### src/rtl/movavg_pkg.sv
// ============================================================================
// movavg_pkg : shared constants and types for the stereo moving-average filter
// Rev 1.0
// ============================================================================
`default_nettype none

package movavg_pkg;

  localparam int DEF_DATA_WIDTH = 24;
  localparam int DEF_LOG2_TAPS  = 4;

  localparam logic [1:0] ST_IDLE = 2'd0;
  localparam logic [1:0] ST_CALC = 2'd1;
  localparam logic [1:0] ST_OUT  = 2'd2;

  typedef enum logic [1:0] {
    IDLE = ST_IDLE,
    CALC = ST_CALC,
    OUT  = ST_OUT
  } state_e;

  localparam logic CH_L = 1'b0;
  localparam logic CH_R = 1'b1;

  // Sum of 2^lt samples of dw bits never needs more than dw+lt bits.
  function automatic int acc_width(input int dw, input int lt);
    return dw + lt;
  endfunction

endpackage

`default_nettype wire

### src/rtl/movavg_hist.sv
// ============================================================================
// movavg_hist : per-channel sample history, 2 x 2^LOG2_TAPS x DATA_WIDTH RAM,
// synchronous read, read-before-write on a shared address.
// Rev 1.0
// ============================================================================
`default_nettype none

module movavg_hist #(
  parameter int DATA_WIDTH = 24,
  parameter int LOG2_TAPS  = 4
) (
  input  logic                  clk_i,
  input  logic                  rd_en_i,
  input  logic [LOG2_TAPS:0]    rd_addr_i,
  input  logic                  wr_en_i,
  input  logic [LOG2_TAPS:0]    wr_addr_i,
  input  logic [DATA_WIDTH-1:0] wr_data_i,
  output logic [DATA_WIDTH-1:0] rd_data_o
);

  logic [DATA_WIDTH-1:0] mem_q [2**(LOG2_TAPS+1)];
  logic [DATA_WIDTH-1:0] rd_data_q;

  always_ff @(posedge clk_i) begin
    if (rd_en_i) rd_data_q <= mem_q[rd_addr_i];
    if (wr_en_i) mem_q[wr_addr_i] <= wr_data_i;
  end

  assign rd_data_o = rd_data_q;

endmodule

`default_nettype wire

### src/rtl/axis_moving_average.sv
// ============================================================================
// axis_moving_average : stereo boxcar low-pass on a 24-bit AXI-Stream path.
// Optional macro MOVAVG_BYPASS_EN adds a 'bypass' input (raw pass-through).
// Rev 1.0
// ============================================================================
`default_nettype none

module axis_moving_average
  import movavg_pkg::*;
#(
  parameter int DATA_WIDTH = DEF_DATA_WIDTH,
  parameter int LOG2_TAPS  = DEF_LOG2_TAPS
) (
  input  logic                  axis_clk,
  input  logic                  axis_resetn,
  input  logic [DATA_WIDTH-1:0] s_axis_data,
  input  logic                  s_axis_valid,
  output logic                  s_axis_ready,
  input  logic                  s_axis_last,
  output logic [DATA_WIDTH-1:0] m_axis_data,
  output logic                  m_axis_valid,
  input  logic                  m_axis_ready,
  output logic                  m_axis_last
`ifdef MOVAVG_BYPASS_EN
  ,
  input  logic                  bypass
`endif
);

  localparam int ACC_W = acc_width(DATA_WIDTH, LOG2_TAPS);
  localparam logic [LOG2_TAPS:0] FILL_FULL = {1'b1, {LOG2_TAPS{1'b0}}};

  logic [1:0]              state_q, state_d;
  logic                    s_rdy_q;
  logic [DATA_WIDTH-1:0]   data_q;
  logic                    last_q;
  logic signed [ACC_W-1:0] acc_q [2];
  logic [LOG2_TAPS-1:0]    ptr_q;
  logic [LOG2_TAPS:0]      fill_q;
  logic [DATA_WIDTH-1:0]   mdata_q;
  logic                    mlast_q;

  logic                    accept;
  logic [DATA_WIDTH-1:0]   rd_data;
  logic [DATA_WIDTH-1:0]   old_sample;
  logic signed [ACC_W-1:0] new_ext, old_ext, acc_new;
  logic [DATA_WIDTH-1:0]   avg;
  logic [DATA_WIDTH-1:0]   out_word;

  assign accept = s_axis_valid && s_rdy_q;

  always_comb begin
    state_d = state_q;
    case (state_q)
      ST_IDLE: if (accept) state_d = ST_CALC;
      ST_CALC: state_d = ST_OUT;
      ST_OUT:  if (m_axis_ready) state_d = ST_IDLE;
      default: state_d = ST_IDLE;
    endcase
  end

  // Read is issued on the accepting edge so the oldest sample is ready in CALC.
  movavg_hist #(
    .DATA_WIDTH (DATA_WIDTH),
    .LOG2_TAPS  (LOG2_TAPS)
  ) u_hist (
    .clk_i     (axis_clk),
    .rd_en_i   (accept),
    .rd_addr_i ({s_axis_last, ptr_q}),
    .wr_en_i   (state_q == ST_CALC),
    .wr_addr_i ({last_q, ptr_q}),
    .wr_data_i (data_q),
    .rd_data_o (rd_data)
  );

  assign old_sample = (fill_q < FILL_FULL) ? '0 : rd_data;
  assign new_ext    = {{LOG2_TAPS{data_q[DATA_WIDTH-1]}}, data_q};
  assign old_ext    = {{LOG2_TAPS{old_sample[DATA_WIDTH-1]}}, old_sample};
  assign acc_new    = acc_q[last_q] + new_ext - old_ext;
  // Dropping the low bits is an arithmetic shift rounding toward -inf.
  assign avg        = acc_new[ACC_W-1:LOG2_TAPS];

`ifdef MOVAVG_BYPASS_EN
  logic [1:0] byp_sync_q;

  always_ff @(posedge axis_clk or negedge axis_resetn) begin
    if (!axis_resetn) byp_sync_q <= 2'b00;
    else              byp_sync_q <= {byp_sync_q[0], bypass};
  end

  assign out_word = byp_sync_q[1] ? data_q : avg;
`else
  assign out_word = avg;
`endif

  always_ff @(posedge axis_clk or negedge axis_resetn) begin
    if (!axis_resetn) begin
      state_q     <= ST_IDLE;
      s_rdy_q     <= 1'b0;
      data_q      <= '0;
      last_q      <= 1'b0;
      acc_q[CH_L] <= '0;
      acc_q[CH_R] <= '0;
      ptr_q       <= '0;
      fill_q      <= '0;
      mdata_q     <= '0;
      mlast_q     <= 1'b0;
    end else begin
      state_q <= state_d;
      s_rdy_q <= (state_d == ST_IDLE);
      if (accept) begin
        data_q <= s_axis_data;
        last_q <= s_axis_last;
      end
      if (state_q == ST_CALC) begin
        acc_q[last_q] <= acc_new;
        mdata_q       <= out_word;
        mlast_q       <= last_q;
        if (last_q) begin
          ptr_q <= ptr_q + 1'b1;
          if (fill_q != FILL_FULL) fill_q <= fill_q + 1'b1;
        end
      end
    end
  end

  assign s_axis_ready = s_rdy_q;
  assign m_axis_valid = (state_q == ST_OUT);
  assign m_axis_data  = mdata_q;
  assign m_axis_last  = mlast_q;

endmodule

`default_nettype wire

### config.mk
export PLATFORM = sky130hd
export DESIGN_NAME = axis_moving_average
export DESIGN_NICKNAME = d
export VERILOG_FILES = /design/src/rtl/movavg_pkg.sv /design/src/rtl/movavg_hist.sv /design/src/rtl/axis_moving_average.sv
export SDC_FILE = /design/constraint.sdc
export NUM_CORES = 1
export LEC_CHECK = 0
export ABC_AREA = 1
export BUFFER_PORTS_ARGS = -buffer_cell sky130_fd_sc_hd__buf_2
export CAP_MARGIN = 5
export CORE_MARGIN = 4
export CORE_UTILIZATION = 50
export CTS_BUF_LIST = sky130_fd_sc_hd__clkbuf_8
export DETAILED_ROUTE_END_ITERATION = 10
export GPL_ROUTABILITY_DRIVEN = 0
export GPL_TIMING_DRIVEN = 0
export PLACE_DENSITY = 0.66
export SLEW_MARGIN = 15
export SYNTH_ARGS = -nofsm -noshare
export SYNTH_HDL_FRONTEND = slang
export SYNTH_SLANG_ARGS = --single-unit
### constraint.sdc
create_clock -name axis_clk -period 3.31 [get_ports axis_clk]
set_clock_uncertainty 0.1 [all_clocks]
set_input_delay 0 -clock axis_clk [delete_from_list [all_inputs] [get_ports axis_clk]]
set_output_delay 0 -clock axis_clk [all_outputs]
set_load 0.01 [all_outputs]
==> summary.md <==
| Metric | Value |
|---|---|
| Status | finished with violations |
| Failing checks | setup timing |
| GRT Residual Overflow | 0 |
| Layout cells sized above 1 | ~14% |
| Pwr dens | roughly 1000 nW/µm² |
| Yosys reg bits | 910 |
| Pin count of the biggest net entering global routing | just over 60 |
| Setup TNS | -1070 ps |
| Setup crit start kind | flip-flop |
| Critical path type | reg2reg |
| Critical-path cell list | clkbuf_1 -> inv_1 -> clkbuf_1 -> nand3_1 -> nor2_4 |
| Max frequency | 0.296 GHz |
| Gate Count Post-Synth | ~3,400 |
| Htree depth | 4 |
| Distinct cells, synth | 33 |
| Iteration-0 DRC Markers | approximately 4,000 |
| Worst-path clk slew | around 60 ps |
| Ports | 56 |
| Clock Root Buffer | clkbuf_8 |
| Placed instance area | roughly 41,000 µm² |
| Area contributors post-synth | edfxtp_1 61%, nand2_1 8.0%, dfrtp_1 7.6% |
| I/O Buffers | 54 |
| Hold/Removal Path Class | in2reg |
| Most frequent cell after synthesis | nand2_1 |
| Dpl hpwl | approximately 78 mm |
| Final Critical Period | 3380 ps |
| RSZ-0062 raised after global routing | true |
| Antenna viol nets, final | 0 |
| Max Cap Viol | 0 |
| Core ar. | ~76,000 µm² |
| DRC violations left | 0 |
| Deepest clock path buffer count | 3 |
| Syn. warnings | 0 |
| Lkg Pwr | about 18 nW |
| Slack of the critical path | -69.2 ps |
| Final Max Tran Viols | 0 |
| Commonest cells in the synthesized netlist | 826 x nand2_1, 792 x edfxtp_1, 363 x nor2_1, 308 x o21ai_0, 205 x inv_1 |
| Critical Path AT | around 3700 ps |
| Mapped Area | a little under 40,000 µm² |
| Slew margin rel. | about two fifths |
| Post-synth net total | around 3,500 |
| Clock sink count | between 900 and 1,000 |
| Worst slew pin tran | 920 ps |
| Vias in the first global route | between 20,000 and 30,000 |
| Layout Nets | 3,828 |
| Hold Path Depth | 5 |
| Met2 WL post-DR | about 52 mm |
| Starting Density | between 50% and 60% |
| Finished Layout Cells | between 4,000 and 5,000 |
| Syn avg cell area | about 12 µm² |
| Fillcell total | 6,030 |
| Critical Path Source | ptr_q[3]$_DFFE_PN0P_ |
| Area share of the leading cell type in the synthesized netlist | approximately three fifths |
| Worst-path fanout max | 12 |
| Worst-Skew Late Latency | 810 ps |
| Most frequent CP cell | clkbuf_1 |
| Max layer used | met4 |
| Dpl cells | between 4,000 and 5,000 |
| Horiz. Die Dim | between 200 and 300 µm |
| Critical path capture point type | flip-flop |
| Detailed route wirelength on metal3 | roughly 14 mm |
| Hold Vio Cnt, Final | 0 |
| First-pass GRT wire length | between 150 and 200 mm |
| Cts bufs inserted | around 150 |
| Post-synthesis async set-or-reset flop share | between 10% and 20% |
| Slowest stage delay, CP | 700 ps |
| CTS tree | built |
| CP max stage cell | nand3_1 |
| Area growth syn-to-layout | 18.2% |
| R2r setup slk | -70 ps |
| Die Ht | between 200 and 300 µm |
| Pre-CTS WS | -615 ps |
| Total Wirelength | roughly 120 mm |
| Final setup violating endpoints | 34 |
| Peak supply drop | ~630 µV |
| Final Cell Area | about 46,000 µm² |
| Row cnt | slightly above 100 |
| Fin crit share | 102% |
| EDFF count, synth | approximately 790 |
| Depth of the most critical reg-to-reg path | 5 |
| Seq/Total Area, Yosys | between 60 and 70% |
| Initial antenna violation count | 3 |
| Ys flop type | edfxtp_1 |
| DRT met1 WL | between 40 and 50 mm |
| Worst path required time | between 3000 and 4000 ps |
| First drt pass iteration count | 6 |
| Via count | roughly 28,000 |
| DIE AREA | ~82,000 µm² |
| GRT Util Overall | about 29% |
| Reg2reg end | u_hist.mem_q[3][3]$_DFFE_PP_ |
| Via density | 5.72 |
| WL/cell | between 20 and 25 µm |
| Area leader, netlist | edfxtp_1 |
| RR Startpoint | ptr_q[3]$_DFFE_PN0P_ |
| Crit path to | u_hist.mem_q[3][3]$_DFFE_PP_ |
## stage by stage
step / power (mW) / hold WS (ps) / util, %
after CTS: 45.7 / 129 / 59.3
after global routing: 49.8 / 206 / 59.9
after floorplan: 28.1 / -396 / -
after global placement: 35.4 / 111 / 52.7
after detailed placement: 36.4 / -90.2 / 54.0
final: 47.4 / 172 / 59.9
## sequential cells by signal, summed over array words and instances, names as in the netlist
name              cells
s_axis_ready          1
u_hist.rd_data_o     24
m_axis_data          24
u_hist.mem_q        768
ptr_q                 4
m_axis_last           1
fill_q                5
data_q               24
state_q               2
last_q                1
acc_q                56
## final cells by class
type                       count  area [µm²]  area share [%]
sequential                   910       26800            58.5
clock inverter               101         493            1.08
antenna                        2        5.00          0.0109
buffer                       170         890            1.94
timing repair buffer         197        2190            4.77
clock buffer                 160        2200            4.81
inverter                     207         781            1.70
tap                         1030        1290            2.81
multi-input combinational   2102       11200            24.4
## cell families after synthesis
kind of cell	Yosys count	share of synthesized area [%]
flops	910	69.0
simple gates	1319	13.3
compound gates	559	7.56
mux	115	2.97
fa+ha+maj	62	2.52
xor+xnor	23	0.520
buf+inv	379	4.17
## cells in the final DEF, fill, tap and decap left out, drive strengths merged
| cell | instances |
|---|---|
| inv | 263 |
| bufinv | 2 |
| nand3 | 110 |
| ha | 35 |
| o22ai | 96 |
| nor2 | 390 |
| mux2i | 115 |
| nand2 | 826 |
| nand4 | 6 |
| o21ai | 346 |
| o31ai | 1 |
| nand3b | 5 |
| xor2 | 14 |
| fa | 27 |
| and2 | 3 |
| nor3 | 3 |
| edfxtp | 792 |
| clkinvlp | 8 |
| xnor2 | 9 |
| clkbuf | 249 |
| a21oi | 113 |
| dlygate4sd3 | 56 |
| dfrtp | 118 |
| diode | 2 |
| buf | 222 |
| clkinv | 35 |
| o211ai | 1 |
| a21o | 1 |
| o21bai | 1 |
## worst min-delay path by stage
stage                         start                    endpoint  slack (ps)
floorplan               axis_resetn        acc_q[0]$_DFFE_PN0P_        -400
global placement    s_axis_data[23]      data_q[23]$_DFFE_PN0P_         110
detailed placement      axis_resetn  m_axis_data[1]$_DFFE_PN0P_         -90
CTS                    s_axis_valid          last_q$_DFFE_PN0P_         130
global route            axis_resetn       acc_q[33]$_DFFE_PN0P_         210
finish                 s_axis_valid          last_q$_DFFE_PN0P_         170
## per-layer routing
layer  vias up  GRT usage, %
li1      12400             -
met1     13500          41.8
met2      1689          42.0
met3       298          6.77
met4         0          13.2
met5         -             0
## power breakdown
group / total (mW) / internal [mW] / switching, mW / leakage (nW)
sequential: 16.2 / 15.0 / 1.29 / 8.64
combinational: 22.1 / 6.68 / 15.4 / 7.72
clock: 9.06 / 4.59 / 4.47 / 1.56
## critical path, delay by kind of cell (launching register included)
family	cells	cell delay (ps)
buffers and inverters	3	1170
flip-flops	1	360
AND/OR/NAND/NOR	2	1370
## what timing repair did
action                     in CTS  in global routing
resized for setup              35                 76
pin swaps                      40                 12
hold buffers                   57                  0
setup buffers                  49                  8
gates cloned                   22                  3
setup endpoints to repair     722                306
hold endpoints to repair      169                  0
Power figures use the tool's default switching activity.
